==> src/rtl/sm_tdm_poll_sched.sv <==
// Round-robin TDM endpoint poller: reads each enabled endpoint's size word,
// drains its payload and forwards every word downstream tagged with its endpoint.
module sm_tdm_poll_sched #(
    parameter int NUM_TDM_ENDPOINTS = 4,
    parameter int MAX_LEN = 8,
    parameter int POLL_GAP = 4,
    localparam int ENDP_WIDTH = $clog2(NUM_TDM_ENDPOINTS),
    localparam int MAX_WIDTH = $clog2(MAX_LEN + 1)
) (
    input  logic                  clk,
    input  logic                  rst,
    input  logic                  run,
    input  logic [NUM_TDM_ENDPOINTS-1:0] ep_mask,
    output logic                  rd_req,
    output logic [ENDP_WIDTH-1:0] rd_ep,
    input  logic                  rd_ack,
    input  logic [31:0]           rd_data,
    output logic                  mon_enable,
    output logic [31:0]           mon_data,
    output logic [ENDP_WIDTH-1:0] mon_ep,
    output logic                  pkt_done,
    output logic                  size_err,
    output logic                  busy
);

    localparam int GW = (POLL_GAP > 1) ? $clog2(POLL_GAP) : 1;

    typedef enum logic [2:0] {
        IDLE,
        SELECT,
        SIZE,
        DRAIN,
        GAP
    } state_t;

    state_t                state_q, state_d;
    logic [ENDP_WIDTH-1:0] ptr_q, ptr_d;
    logic [ENDP_WIDTH-1:0] ep_q, ep_d;
    logic [MAX_WIDTH-1:0]  cnt_q, cnt_d;
    logic [GW-1:0]         gap_q, gap_d;
    logic                  hold_q, hold_d;

    logic                  ack;
    logic [MAX_WIDTH-1:0]  size_w;
    logic [ENDP_WIDTH-1:0] sel_ep;
    logic                  sel_hit;
    logic [ENDP_WIDTH-1:0] nxt_ptr;
    logic                  done_visit;

    assign rd_ep   = ep_q;
    assign busy    = (state_q != IDLE);
    assign rd_req  = ((state_q == SIZE) || (state_q == DRAIN)) && !hold_q;
    assign ack     = rd_req && rd_ack;
    assign size_w  = rd_data[MAX_WIDTH-1:0];
    assign nxt_ptr = (ep_q == ENDP_WIDTH'(NUM_TDM_ENDPOINTS - 1)) ?
                     '0 : ep_q + ENDP_WIDTH'(1);

    // Scan downward so the lowest offset from ptr wins.
    always_comb begin
        int j;
        j       = 0;
        sel_ep  = '0;
        sel_hit = 1'b0;
        for (int i = NUM_TDM_ENDPOINTS - 1; i >= 0; i--) begin
            j = int'(ptr_q) + i;
            if (j >= NUM_TDM_ENDPOINTS) begin
                j = j - NUM_TDM_ENDPOINTS;
            end
            if (ep_mask[ENDP_WIDTH'(j)]) begin
                sel_ep  = ENDP_WIDTH'(j);
                sel_hit = 1'b1;
            end
        end
    end

    always_comb begin
        state_d    = state_q;
        ptr_d      = ptr_q;
        ep_d       = ep_q;
        cnt_d      = cnt_q;
        gap_d      = gap_q;
        hold_d     = 1'b0;
        done_visit = 1'b0;
        unique case (state_q)
            IDLE: begin
                if (run && (|ep_mask)) begin
                    state_d = SELECT;
                end
            end
            SELECT: begin
                if (sel_hit) begin
                    ep_d    = sel_ep;
                    state_d = SIZE;
                end else begin
                    state_d = IDLE;
                end
            end
            SIZE: begin
                if (ack) begin
                    cnt_d = size_w;
                    if (size_w == '0) begin
                        done_visit = 1'b1;
                    end else begin
                        state_d = DRAIN;
                        hold_d  = 1'b1;
                    end
                end
            end
            DRAIN: begin
                if (ack) begin
                    cnt_d = cnt_q - MAX_WIDTH'(1);
                    if (cnt_q == MAX_WIDTH'(1)) begin
                        done_visit = 1'b1;
                    end else begin
                        hold_d = 1'b1;
                    end
                end
            end
            GAP: begin
                if (gap_q == GW'(POLL_GAP - 1)) begin
                    state_d = run ? SELECT : IDLE;
                end else begin
                    gap_d = gap_q + GW'(1);
                end
            end
            default: state_d = IDLE;
        endcase
        // A zero gap skips the GAP state and decides run immediately.
        if (done_visit) begin
            ptr_d = nxt_ptr;
            gap_d = '0;
            if (POLL_GAP == 0) begin
                state_d = run ? SELECT : IDLE;
            end else begin
                state_d = GAP;
            end
        end
    end

    always_ff @(posedge clk or posedge rst) begin
        if (rst) begin
            state_q    <= IDLE;
            ptr_q      <= '0;
            ep_q       <= '0;
            cnt_q      <= '0;
            gap_q      <= '0;
            hold_q     <= 1'b0;
            mon_enable <= 1'b0;
            mon_data   <= '0;
            mon_ep     <= '0;
            pkt_done   <= 1'b0;
            size_err   <= 1'b0;
        end else begin
            state_q    <= state_d;
            ptr_q      <= ptr_d;
            ep_q       <= ep_d;
            cnt_q      <= cnt_d;
            gap_q      <= gap_d;
            hold_q     <= hold_d;
            mon_enable <= ack;
            pkt_done   <= ack && (state_q == DRAIN) &&
                          (cnt_q == MAX_WIDTH'(1));
            size_err   <= ack && (state_q == SIZE) &&
                          (size_w > MAX_WIDTH'(MAX_LEN));
            if (ack) begin
                mon_data <= rd_data;
                mon_ep   <= ep_q;
            end
        end
    end

endmodule

==> config.mk <==
export PLATFORM = sky130hd
export DESIGN_NAME = sm_tdm_poll_sched
export DESIGN_NICKNAME = d
export VERILOG_FILES = /design/src/rtl/sm_tdm_poll_sched.sv
export SDC_FILE = /design/constraint.sdc
export NUM_CORES = 1
export LEC_CHECK = 0
export BUFFER_PORTS_ARGS = -buffer_cell sky130_fd_sc_hd__buf_2
export CORE_ASPECT_RATIO = 0.5
export CORE_UTILIZATION = 35
export CTS_CLUSTER_DIAMETER = 40
export DETAILED_ROUTE_END_ITERATION = 10
export PLACE_DENSITY = 0.66
export SETUP_SLACK_MARGIN = 0.3
export SYNTH_ARGS = -nofsm -noshare
export SYNTH_HDL_FRONTEND = slang
export SYNTH_SLANG_ARGS = --single-unit
==> constraint.sdc <==
create_clock -name clk -period 3.65 [get_ports clk]
set_input_delay 0.365 -clock clk [delete_from_list [all_inputs] [get_ports clk]]
set_output_delay 0.365 -clock clk [all_outputs]
set_load 0.01 [all_outputs]
==> results.tsv, run 1 <==
stage	metric	value	unit
clocking	Root Buffer	clkbuf_16	
synthesis	Async S/R FF share, synth	100	%
die	Die Ht	58.7	um
synthesis	syn_nets	284	
sta	PnR worst setup slack	1580	ps
critical_path	Arrival @ worst endpoint	2210	ps
sta	minimum clock period after layout	2070	ps
clocking	# H-tree levels	2	
clocking	CTS buffer count	5	
route	Detailed Route Iter0 Violations	65	
finish	Layout Nets	362	
route	Via Count	1857	
sta	TNS Setup	0	ps
finish	Filler Cell Count	589	
run_status	status	completed	
clocking	clk sinks	51	
power_and_ir_drop	sw frac	38.5	%
synthesis	synth unique cells	40	
synthesis	Gate Count Post-Synth	240	
synthesis	syn_area_per_cell	9.38	um^2
sta	Clock Skew	3.11	ps
placement	Placer Congestion	0.724	
die	Die ar.	0.00678	mm^2
placement	pre-CTS setup slack	1570	ps
die	core area	0.00613	mm^2
sta	Slew @ Worst Pin	1030	ps
synthesis	cell taking the most area after synthesis	dfrtp_1	
critical_path	Setup crit start kind	flip-flop	
critical_path	CP max stage cell	inv_2	
global_route	largest net degree at the start of global routing	52	
die	Rows	20	
clocking	cts hold-fix bufs	0	
critical_path	crit path max fanout	46	
power_and_ir_drop	power share of the clock group	18.8	%
synthesis	#FFs+latches synth	51	
synthesis	Syn Std Cell Area	0.00225	mm^2
power_and_ir_drop	Sw Pwr	929	uW
power_and_ir_drop	Power per Cell Area	844	mW/mm^2
sta	RSZ-0062 raised after global routing	false	
critical_path	r2r startpoint	hold_q$_DFF_PP0_	
critical_path	Crit. End Element	flip-flop	
die	Die X-Extent	115	um
global_route	initial antenna violation count	0	
clocking	worst skew pair latency	280	ps
sta	Hold Violations, Final	0	
global_route	All-Layer GR Usage	14.6	%
sta	Fin Hold WS	270	ps
die	effective utilization at floorplan	36.7	%
synthesis	most frequent cell after synthesis	nand2_1	
power_and_ir_drop	peak supply drop	258	uV
sta	fmax	483	MHz
synthesis	most frequent cells after synthesis	nand2_1, dfrtp_1, o21ai_0, nor2_1	
worst_hold_path	min-delay worst type	primary input to flip-flop	
worst_hold_path	hold_sp	rd_data[28]	
finish	layout cells sized above 1	31.1	%
synthesis	Post-synth EDFFs	0	
critical_path	critical path type	flip-flop to flip-flop	
finish	diodes inserted	0	
sta	endpoints failing setup	0	
placement	Post-DP HPWL	3.44	mm
route	drt total wl	4.85	mm
critical_path	Req. time, crit path	3790	ps
clocking	TritonCTS clock tree	done	
synthesis	Seq/Total Area, Yosys	56.7	%
route	Vias/cell	4.57	
synthesis	Primary FF master, synth	dfrtp_1	
clocking	Setup Buffers After CTS	0	
sta	period utilisation layout	56.7	%
route	TritonRoute pass-1 iters	4	
power_and_ir_drop	Leak	0.00154	uW
global_route	number of global-route vias before repair	1737	
critical_path	Max stage delay on crit path	540	ps
synthesis	Synth area leaders	dfrtp_1, nand2_1, o21ai_0	
die	Ports	81	
global_route	overflow left after global routing	0	
synthesis	yosys warns	0	
power_and_ir_drop	Flop pwr share	41.5	%
route	DRC Markers	0	
critical_path	Worst path most repeated cell	o21ai_0	
route	Routed wire per std cell	11.9	um
clocking	Post-CTS Resized	0	
sta	Relative slew margins	30.9	%
placement	# port buffers	80	
synthesis	post-synth top area share	56.7	%
critical_path	Critical Path Start	hold_q$_DFF_PP0_	
global_route	first-pass GRT wire length	7.62	mm
route	antenna-violating nets left	0	
critical_path	worst path cell trace	and2b_1 -> nand3_4 -> buf_4 -> inv_2 -> o21ai_0 -> nand2_1 -> o21ai_0	
sta	Slew Limit Fails	0	
job	max cap viols	0	
clocking	largest buffer count on any clock path	2	
power_and_ir_drop	Pint	1480	uW
clocking	clk slew on worst S/H paths	60	ps
finish	Layout area overhead	27.0	%
power_and_ir_drop	combinational share of power	39.7	%
[final cells by class]
cell class | count | area, um^2 | share of cell area (%)
multi-input cells | 173 | 900 | 31.5
flip-flops and latches | 51 | 1280 | 44.6
repair buffers | 81 | 408 | 14.3
inverters | 6 | 22.5 | 0.787
clock inverters | 1 | 5.00 | 0.175
well taps | 88 | 110 | 3.85
clock buffers | 6 | 139 | 4.86
[routing by layer]
metal	vias to the layer above	global-route usage [%]	part of all wire, %
met5	-	0	0
met4	0	4.82	1.1
met3	6	4.02	3.5
met2	27	25.4	52
met1	886	17.8	44
li1	938	-	-
[cell usage in the layout, fill, tap and decap left out, types with 2 or more instances in the layout]
cell type / netlist / final
nand2b_1: 2 / 2
o21ai_0: 11 / 11
nand2_1: 111 / 111
nor3b_1: 4 / 4
clkbuf_16: 0 / 5
ha_1: 4 / 4
inv_2: 1 / 2
nor2_1: 7 / 7
o22ai_1: 2 / 2
a21oi_1: 5 / 5
nor3_1: 2 / 2
dfrtp_1: 51 / 51
buf_2: 4 / 80
mux2i_1: 2 / 2
inv_1: 5 / 4
[worst paths after layout]
| path | to | slack (ps) | cells after the start |
|---|---|---|---|
| hold reg to reg | mon_data[21]$_DFFE_PP0N_ | 470 | 2 |
| max in group asynchronous | hold_q$_DFF_PP0_ | 2670 | 2 |
| setup / recovery | cnt_q[2]$_DFFE_PP0P_ | 1580 | 7 |
| setup reg to reg | cnt_q[2]$_DFFE_PP0P_ | 1580 | 7 |
| hold / removal | mon_data[28]$_DFFE_PP0N_ | 270 | 3 |
| min in group asynchronous | mon_data[24]$_DFFE_PP0N_ | 340 | 2 |
[power groups by stage]
stage	logic, uW	registers, uW	clock network, uW
2_1_floorplan	583	1060	0
3_3_place_gp	948	996	0
3_5_place_dp	977	1010	0
4_1_cts	977	1000	465
5_1_grt	1080	1040	487
6_report	959	1000	453
[cells by family (layout without fill, tap and decap cells)]
| group | after synthesis | after routing | share of synthesized area, % |
|---|---|---|---|
| AND/OR/NAND/NOR | 138 | 138 | 27.6 |
| multiplexers | 5 | 5 | 3.06 |
| flip-flops | 51 | 51 | 56.7 |
| AO/OA/AOI/OAI | 26 | 26 | 7.11 |
| adder cells (fa/ha/maj) | 4 | 4 | 2.22 |
| buffers and inverters | 16 | 94 | 3.39 |
[sequential cells by signal, indices dropped and copies added (netlist names)]
| register | count |
|---|---|
| ptr_q | 2 |
| mon_data | 32 |
| mon_enable | 1 |
| size_err | 1 |
| gap_q | 2 |
| cnt_q | 4 |
| state_q | 3 |
| hold_q | 1 |
| rd_ep | 2 |
| mon_ep | 2 |
| pkt_done | 1 |
[stage by stage]
step	util (%)	cell area, um^2	instances	total power [uW]
6_report	46.7	2860	406	2410
5_1_grt	46.7	2860	406	2610
4_1_cts	46.7	2860	406	2440
3_5_place_dp	44.3	2720	399	1980
3_3_place_gp	44.3	2720	399	1940
2_1_floorplan	-	2250	240	1640
[worst max-delay path: cells and delay by family (launching register included)]
family                 cells  cell delay, ps
buffers and inverters      2             820
AND/OR/NAND/NOR            3             450
AO/OA/AOI/OAI              2             260
flip-flops                 1             380
(Power assumes the default switching activity.)
==> run 2, diff against run 1 <==
- ABC_AREA: unset -> 1
- PLACE_DENSITY: 0.66 -> 0.67
- clock period: 3.65 -> 1.7 ns (I/O delays scaled with it)
==> run 2 against run 1 <==
Net effect: first-iteration DRC count is 52% higher; combinational power rose to 3.2 times the previous value; largest power group is now combinational logic; largest cell class unchanged; non-clock buffer count increased by 27; maximum frequency up 48%; setup slack worse by 1300 ps; sequential cell count unchanged; critical path type unchanged.
==> results.tsv, run 2 <==
stage	metric	value	unit	change
run_status	status	completed		
synthesis	combinational family with the most area after synthesis	simple AND/OR/NAND/NOR gates		
critical_path	critical path type	flip-flop to flip-flop		
clocking	# H-tree levels	2		unchanged
synthesis	most frequent cell after synthesis	nand2_1		
power_and_ir_drop	combinational share of power	48.6	%	+8.9 points
power_and_ir_drop	total power	6410	uW	+170%
synthesis	most frequent cells after synthesis	nand2_1, dfrtp_1, inv_1, nand3_1, nor2_1		
synthesis	Seq/Total Area, Yosys	53.2	%	-3.5 points
clocking	clk slew on worst S/H paths	70	ps	about the same
critical_path	Req. time, crit path	1870	ps	-1920 ps
synthesis	Primary FF master, synth	dfrtp_1		
synthesis	Gate Count Post-Synth	296		+23%
synthesis	post-synthesis mux area share	0	%	-3.1 points
clocking	largest buffer count on any clock path	2		unchanged
route	drt total wl	6.05	mm	+25%
job	max cap viols	0		unchanged
sta	Clock Skew	4.70	ps	+1.59 ps
power_and_ir_drop	Flop pwr share	33.5	%	-8.0 points
sta	RSZ-0062 raised after global routing	true		
synthesis	Synth Area in Compound Gates	5.47	%	-1.6 points
synthesis	#FFs+latches synth	51		unchanged
critical_path	Arrival @ worst endpoint	1570	ps	-640 ps
global_route	met1 Usage GRT	21.6	%	+3.8 points
route	Detailed Route Iter0 Violations	99		+52%
synthesis	cell taking the most area after synthesis	dfrtp_1		
global_route	met3 Use GR	3.38	%	-0.63 points
sta	period utilisation layout	82.3	%	+26 points
sta	minimum clock period after layout	1400	ps	-671 ps
route	TritonRoute pass-1 iters	4		unchanged
placement	Placer Congestion	0.836		+15%
finish	commonest non-fill, non-tap cell in the layout	nand2_1		
finish	Layout area overhead	46.6	%	
clocking	TritonCTS clock tree	done		
finish	max reg flops	32		unchanged
synthesis	Post-Synth XOR/XNOR Area	0.730	%	+0.73 points
die	Rows	20		unchanged
global_route	largest net degree at the start of global routing	52		unchanged
synthesis	post-synth top area share	53.2	%	-3.5 points
die	effective utilization at floorplan	37.9	%	+1.2 points
global_route	first-pass GRT wire length	8.89	mm	+17%
critical_path	Setup crit start kind	flip-flop		
worst_hold_path	min-delay worst type	primary input to flip-flop		
finish	layout cells sized above 1	39.7	%	+8.6 points
placement	Post-DP HPWL	3.90	mm	+14%
sta	fmax	714	MHz	+48%
synthesis	synth unique cells	27		-33%
finish	commonest cells after routing, fill and taps aside	nand2_1, buf_2, dfrtp_1		
synthesis	Post-synth EDFFs	0		unchanged
sta	TNS Setup	0	ps	unchanged
synthesis	Simple-Gate Fraction of Synth Area	31.6	%	+4.1 points
finish	Top reg by flops	mon_data		
clocking	Root Buffer	clkbuf_16		
die	Ports	81		unchanged
power_and_ir_drop	sw frac	39.5	%	+1.0 points
finish	Top Registers	mon_data: 32 flops, cnt_q: 4 flops, state_q: 3 flops		
global_route	number of global-route vias before repair	1825		+5.1%
sta	Relative slew margins	80.7	%	+50 points
global_route	initial antenna violation count	0		unchanged
placement	# port buffers	80		unchanged
synthesis	Synth area leaders	dfrtp_1, nand2_1, nand3_1		
die	Die ar.	0.00721	mm^2	+6.4%
route	Routed wire per std cell	12.3	um	+3.2%
synthesis	Syn Std Cell Area	0.00240	mm^2	+6.6%
synthesis	adder-cell share of the synthesized area	2.09	%	-0.14 points
route	DRC Markers	0		unchanged
die	Die Ht	60.6	um	+3.1%
die	Die X-Extent	119	um	+3.2%
finish	Layout Nets	446		+23%
sta	Hold Violations, Final	0		unchanged
global_route	All-Layer GR Usage	15.9	%	+1.3 points
finish	diodes inserted	0		unchanged
clocking	CTS buffer count	5		unchanged
global_route	grt peak-use layer	met2		
route	Via Count	2221		+20%
route	antenna-violating nets left	0		unchanged
critical_path	crit path max fanout	8		-83%
clocking	clk sinks	51		unchanged
global_route	overflow left after global routing	0		unchanged
sta	Slew Limit Fails	0		unchanged
synthesis	syn_nets	340		+20%
power_and_ir_drop	Power per Cell Area	1820	mW/mm^2	+120%
power_and_ir_drop	Pint	3880	uW	+160%
route	Vias/cell	4.52		-1.1%
synthesis	Async S/R FF share, synth	100	%	unchanged
power_and_ir_drop	Sw Pwr	2530	uW	+170%
synthesis	yosys warns	0		unchanged
critical_path	Crit. End Element	flip-flop		
global_route	M2 GR Usage	26.2	%	+0.84 points
power_and_ir_drop	power share of the clock group	17.9	%	-0.9 points
power_and_ir_drop	Leak	0.00197	uW	+28%
sta	Slew @ Worst Pin	289	ps	-745 ps
power_and_ir_drop	peak supply drop	732	uV	+180%
synthesis	syn_area_per_cell	8.11	um^2	-14%
clocking	worst skew pair latency	280	ps	about the same
sta	endpoints failing setup	0		unchanged
die	core area	0.00633	mm^2	+3.3%
[run 2: cell count changes after synthesis, sizes merged, moves of 2 or more]
cell	before	now
nand2	111	151
inv	6	23
nand3	2	15
nor2	8	16
nor3b	4	0
mux2i	3	0
a21oi	5	7
mux2	2	0
nand2b	2	0
nand3b	2	0
nor3	2	0
[run 2: logic make-up (layout without fill, tap and decap cells)]
| group | count (synthesis) | count (layout) |
|---|---|---|
| buffers and inverters | 33 | 140 |
| AOI/OAI and AO/OA | 22 | 22 |
| xor gates and xnor gates | 2 | 2 |
| DFF | 51 | 51 |
| adders and majority gates | 4 | 4 |
| and+or+nand+nor | 184 | 184 |
[run 2: worst max-delay path, cell delays in order (launching register included)]
cell	delay, ps
dfrtp_1	410
inv_2	90
nand2_4	70
nor2_4	150
nand2_8	130
buf_6	150
clkbuf_16	150
nand2_1	50
o21ai_0	70
[run 2: metrics by stage]
| step | cell area [um^2] | worst slack [ps] | utilization, % | hold WS [ps] | instances |
|---|---|---|---|---|---|
| 2_1_floorplan | 2400 | 300 | - | 280 | 296 |
| 3_3_place_gp | 2880 | 181 | 45.5 | 238 | 457 |
| 3_5_place_dp | 2880 | 132 | 45.5 | 238 | 457 |
| 4_1_cts | 3190 | 293 | 50.4 | 70.1 | 471 |
| 5_1_grt | 3520 | 206 | 55.6 | 72.2 | 491 |
| 6_report | 3520 | 300 | 55.6 | 77.0 | 491 |
[run 2: worst paths after layout]
| path | start | to | slack [ps] | cells after the start |
|---|---|---|---|---|
| worst max register to register | state_q[2]$_DFFE_PP0P_ | mon_ep[0]$_DFFE_PP0N_ | 300 | 8 |
| worst min register to register | mon_data[30]$_DFFE_PP0N_ | mon_data[30]$_DFFE_PP0N_ | 470 | 2 |
| max in group asynchronous | rst | ptr_q[0]$_DFFE_PP0P_ | 970 | 4 |
| min in group asynchronous | rst | mon_data[15]$_DFFE_PP0N_ | 450 | 4 |
| worst min-delay path | rd_data[17] | mon_data[17]$_DFFE_PP0N_ | 80 | 3 |
| worst max-delay path | state_q[2]$_DFFE_PP0P_ | mon_ep[0]$_DFFE_PP0N_ | 300 | 8 |
[run 2: timing repair]
action / in CTS / in global routing
setup endpoints to repair: 38 / 26
hold buffers: 1 / 0
resized for setup: 13 / 37
endpoints found under the hold margin: 51 / 0
pin swaps: 2 / 16
setup buffers: 4 / 14
cloned: 1 / 6
[run 2: cell type report]
type                    count  area [um^2]
fillers                   594         2810
flip-flops and latches     51         1280
multi-input cells         212         1070
repair buffers            108          782
clock buffers               5          125
well taps                  88          110
inverters                  23         98.8
clock inverters             3         47.5
repair inverters            1         8.76
[run 2: per-layer routing]
layer  up-vias  part of all wire (%)
li1       1125                     -
met1      1048                    48
met2        44                    48
met3         4                   3.4
met4         0                  0.93
met5         -                     0
[run 2: power by group through the flow]
stage	sequential (uW)	combinational, uW	clock, uW
CTS	2120	2580	1170
detailed placement	2120	2390	0
global placement	2130	2340	0
floorplan	2240	1490	0
global route	2210	3460	1230
finish	2140	3110	1150
==> run 3, diff against run 2 <==
- ABC_AREA: 1 -> 0
- PLACE_DENSITY: 0.67 -> 0.66
- clock period: 1.7 -> 1.4 ns (I/O delays scaled with it)
==> run 3 against run 2 <==
Net effect: the flow now finishes with violations (setup timing); sequential cell count unchanged; via count down 0.59%; die area down 6.0%; global-route usage grew 1.5 points; sequential share of layout area is 2.4 points lower; setup slack got worse by 410 ps.
==> results.tsv, run 3 (same netlist as run 1, synthesis figures left out) <==
stage	metric	value	unit	change
route	Via Count	2208		-0.59%
die	Die Ht	58.7	um	-3.0%
finish	Top Registers	mon_data: 32 flops, cnt_q: 4 flops, state_q: 3 flops		
sta	RSZ-0062 raised after global routing	true		
run_status	status	finished, violations left		
sta	Hold Violations, Final	0		unchanged
global_route	largest net degree at the start of global routing	31		-40%
job	max cap viols	0		unchanged
placement	pre-CTS setup slack	-90.2	ps	-222 ps
critical_path	R2R cell count	5		-3
route	Detailed Route Iter0 Violations	108		+9.1%
sta	Clock Skew	7.38	ps	+2.68 ps
power_and_ir_drop	Sw Pwr	3470	uW	+37%
critical_path	Req. time, crit path	1630	ps	-240 ps
global_route	All-Layer GR Usage	17.3	%	+1.5 points
die	Rows	20		unchanged
power_and_ir_drop	Leak	0.00193	uW	-1.9%
die	effective utilization at floorplan	36.7	%	-1.2 points
clocking	largest buffer count on any clock path	2		unchanged
clocking	CTS buffer count	5		unchanged
finish	design area	0.00376	mm^2	+6.9%
finish	max reg flops	32		unchanged
worst_hold_path	hold path cells	3		unchanged
sta	Relative slew margins	76.7	%	-4.0 points
clocking	TritonCTS clock tree	done		
route	TritonRoute pass-1 iters	4		unchanged
placement	Post-DP HPWL	3.84	mm	-1.7%
finish	Layout area overhead	66.9	%	
critical_path	crit path max fanout	6		-2
finish	diodes inserted	0		unchanged
route	Routed wire per std cell	15.4	um	+25%
finish	Top reg by flops	mon_data		
sta	PnR worst setup slack	-114	ps	-414 ps
die	core area	0.00613	mm^2	-3.2%
global_route	overflow left after global routing	0		unchanged
critical_path	Arrival @ worst endpoint	1740	ps	+170 ps
power_and_ir_drop	Flop pwr share	31.6	%	-1.9 points
global_route	first-pass GRT wire length	9.10	mm	+2.3%
worst_hold_path	min-delay worst type	primary input to flip-flop		
power_and_ir_drop	combinational share of power	54.4	%	+5.8 points
critical_path	Crit. End Element	flip-flop		
placement	DP Area	0.00288	mm^2	about the same
critical_path	critical path type	flip-flop to flip-flop		
die	Die ar.	0.00678	mm^2	-6.0%
sta	Slew Limit Fails	0		unchanged
route	DRC Markers	0		unchanged
clocking	# H-tree levels	2		unchanged
finish	commonest non-fill, non-tap cell in the layout	buf_2		
placement	Placer Congestion	0.788		-5.7%
sta	Slew @ Worst Pin	349	ps	+60.1 ps
clocking	clk slew on worst S/H paths	70	ps	about the same
global_route	number of global-route vias before repair	2027		+11%
route	Vias/cell	4.86		+7.5%
finish	Layout Nets	409		-8.3%
clocking	clk sinks	51		unchanged
placement	dpl cells	415		-9.2%
clocking	Root Buffer	clkbuf_16		
sta	minimum clock period after layout	1510	ps	+114 ps
power_and_ir_drop	Power per Cell Area	2300	mW/mm^2	+27%
sta	endpoints failing setup	32		+32
finish	fin cells	454		-7.5%
power_and_ir_drop	Pint	5200	uW	+34%
finish	commonest cells after routing, fill and taps aside	buf_2, nand2_1, dfrtp_1		
route	antenna-violating nets left	0		unchanged
power_and_ir_drop	peak supply drop	863	uV	+18%
power_and_ir_drop	power share of the clock group	14.0	%	-3.9 points
global_route	initial antenna violation count	0		unchanged
critical_path	Setup crit start kind	flip-flop		
sta	fmax	660	MHz	-7.6%
run_status	failing checks	setup timing		
placement	# port buffers	80		unchanged
finish	layout cells sized above 1	57.4	%	+18 points
power_and_ir_drop	sw frac	40.0	%	+0.50 points
sta	period utilisation layout	108	%	+26 points
route	drt total wl	7.00	mm	+16%
die	Die X-Extent	115	um	-3.1%
die	Ports	81		unchanged
clocking	worst skew pair latency	290	ps	about the same
## run 3: final cells by class
cell class | instances | area (um^2)
Multi-Input combinational cell | 173 | 1220
Clock buffer | 5 | 125
Timing Repair Buffer | 127 | 958
Fill cell | 442 | 2370
Timing Repair inverter | 1 | 11.3
Tap cell | 88 | 110
Inverter | 6 | 38.8
Clock inverter | 3 | 20.0
Sequential cell | 51 | 1280
## run 3: repair_timing
item / in CTS / in global routing
endpoints found under the hold margin: 51 / 0
gates resized for setup: 27 / 88
pin swaps: 5 / 59
hold buffers: 1 / 0
gates cloned: 0 / 7
setup buffers: 6 / 17
setup endpoints to repair: 53 / 53
## run 3: path summary, 6_finish.rpt
check,start,to,slack [ps]
worst max register to register,hold_q$_DFF_PP0_,state_q[0]$_DFFE_PP0P_,-110
worst min register to register,mon_data[5]$_DFFE_PP0N_,mon_data[5]$_DFFE_PP0N_,470
max in group asynchronous,rst,state_q[1]$_DFFE_PP0P_,630
worst max-delay path,hold_q$_DFF_PP0_,state_q[0]$_DFFE_PP0P_,-110
min in group asynchronous,rst,mon_data[15]$_DFFE_PP0N_,490
worst min-delay path,rd_data[14],mon_data[14]$_DFFE_PP0N_,40
## run 3: critical path, cell delays in order, from the launching register on
cell,delay (ps)
dfrtp_1,390
and2b_2,250
nand3_4,140
buf_8,180
o311a_4,350
a21oi_2,130
## run 3: through the flow
step	power, uW	TNS, ps	hold slack (ps)	utilization (%)
2_1_floorplan	4410	-41.2	189	-
3_3_place_gp	5400	-44.2	240	47.0
3_5_place_dp	5530	-226	253	47.0
4_1_cts	7070	-274	34.9	52.0
5_1_grt	9210	-3190	38.9	61.3
6_report	8660	-1300	38.5	61.3
## run 3: per-layer routing
| layer | GRT usage, % | share of wire (%) | vias to the layer above |
|---|---|---|---|
| li1 | - | - | 1034 |
| met1 | 21.0 | 41 | 1091 |
| met2 | 32.2 | 53 | 68 |
| met3 | 3.30 | 4.5 | 15 |
| met4 | 4.45 | 1.6 | 0 |
| met5 | 0 | 0 | - |
## run 3: power by group through the flow
stage               combinational (uW)  sequential (uW)  clock, uW
finish                            4710             2740       1220
global route                      5110             2800       1300
CTS                               3250             2600       1220
detailed placement                2930             2590          0
global placement                  2840             2560          0
floorplan                         1640             2770          0
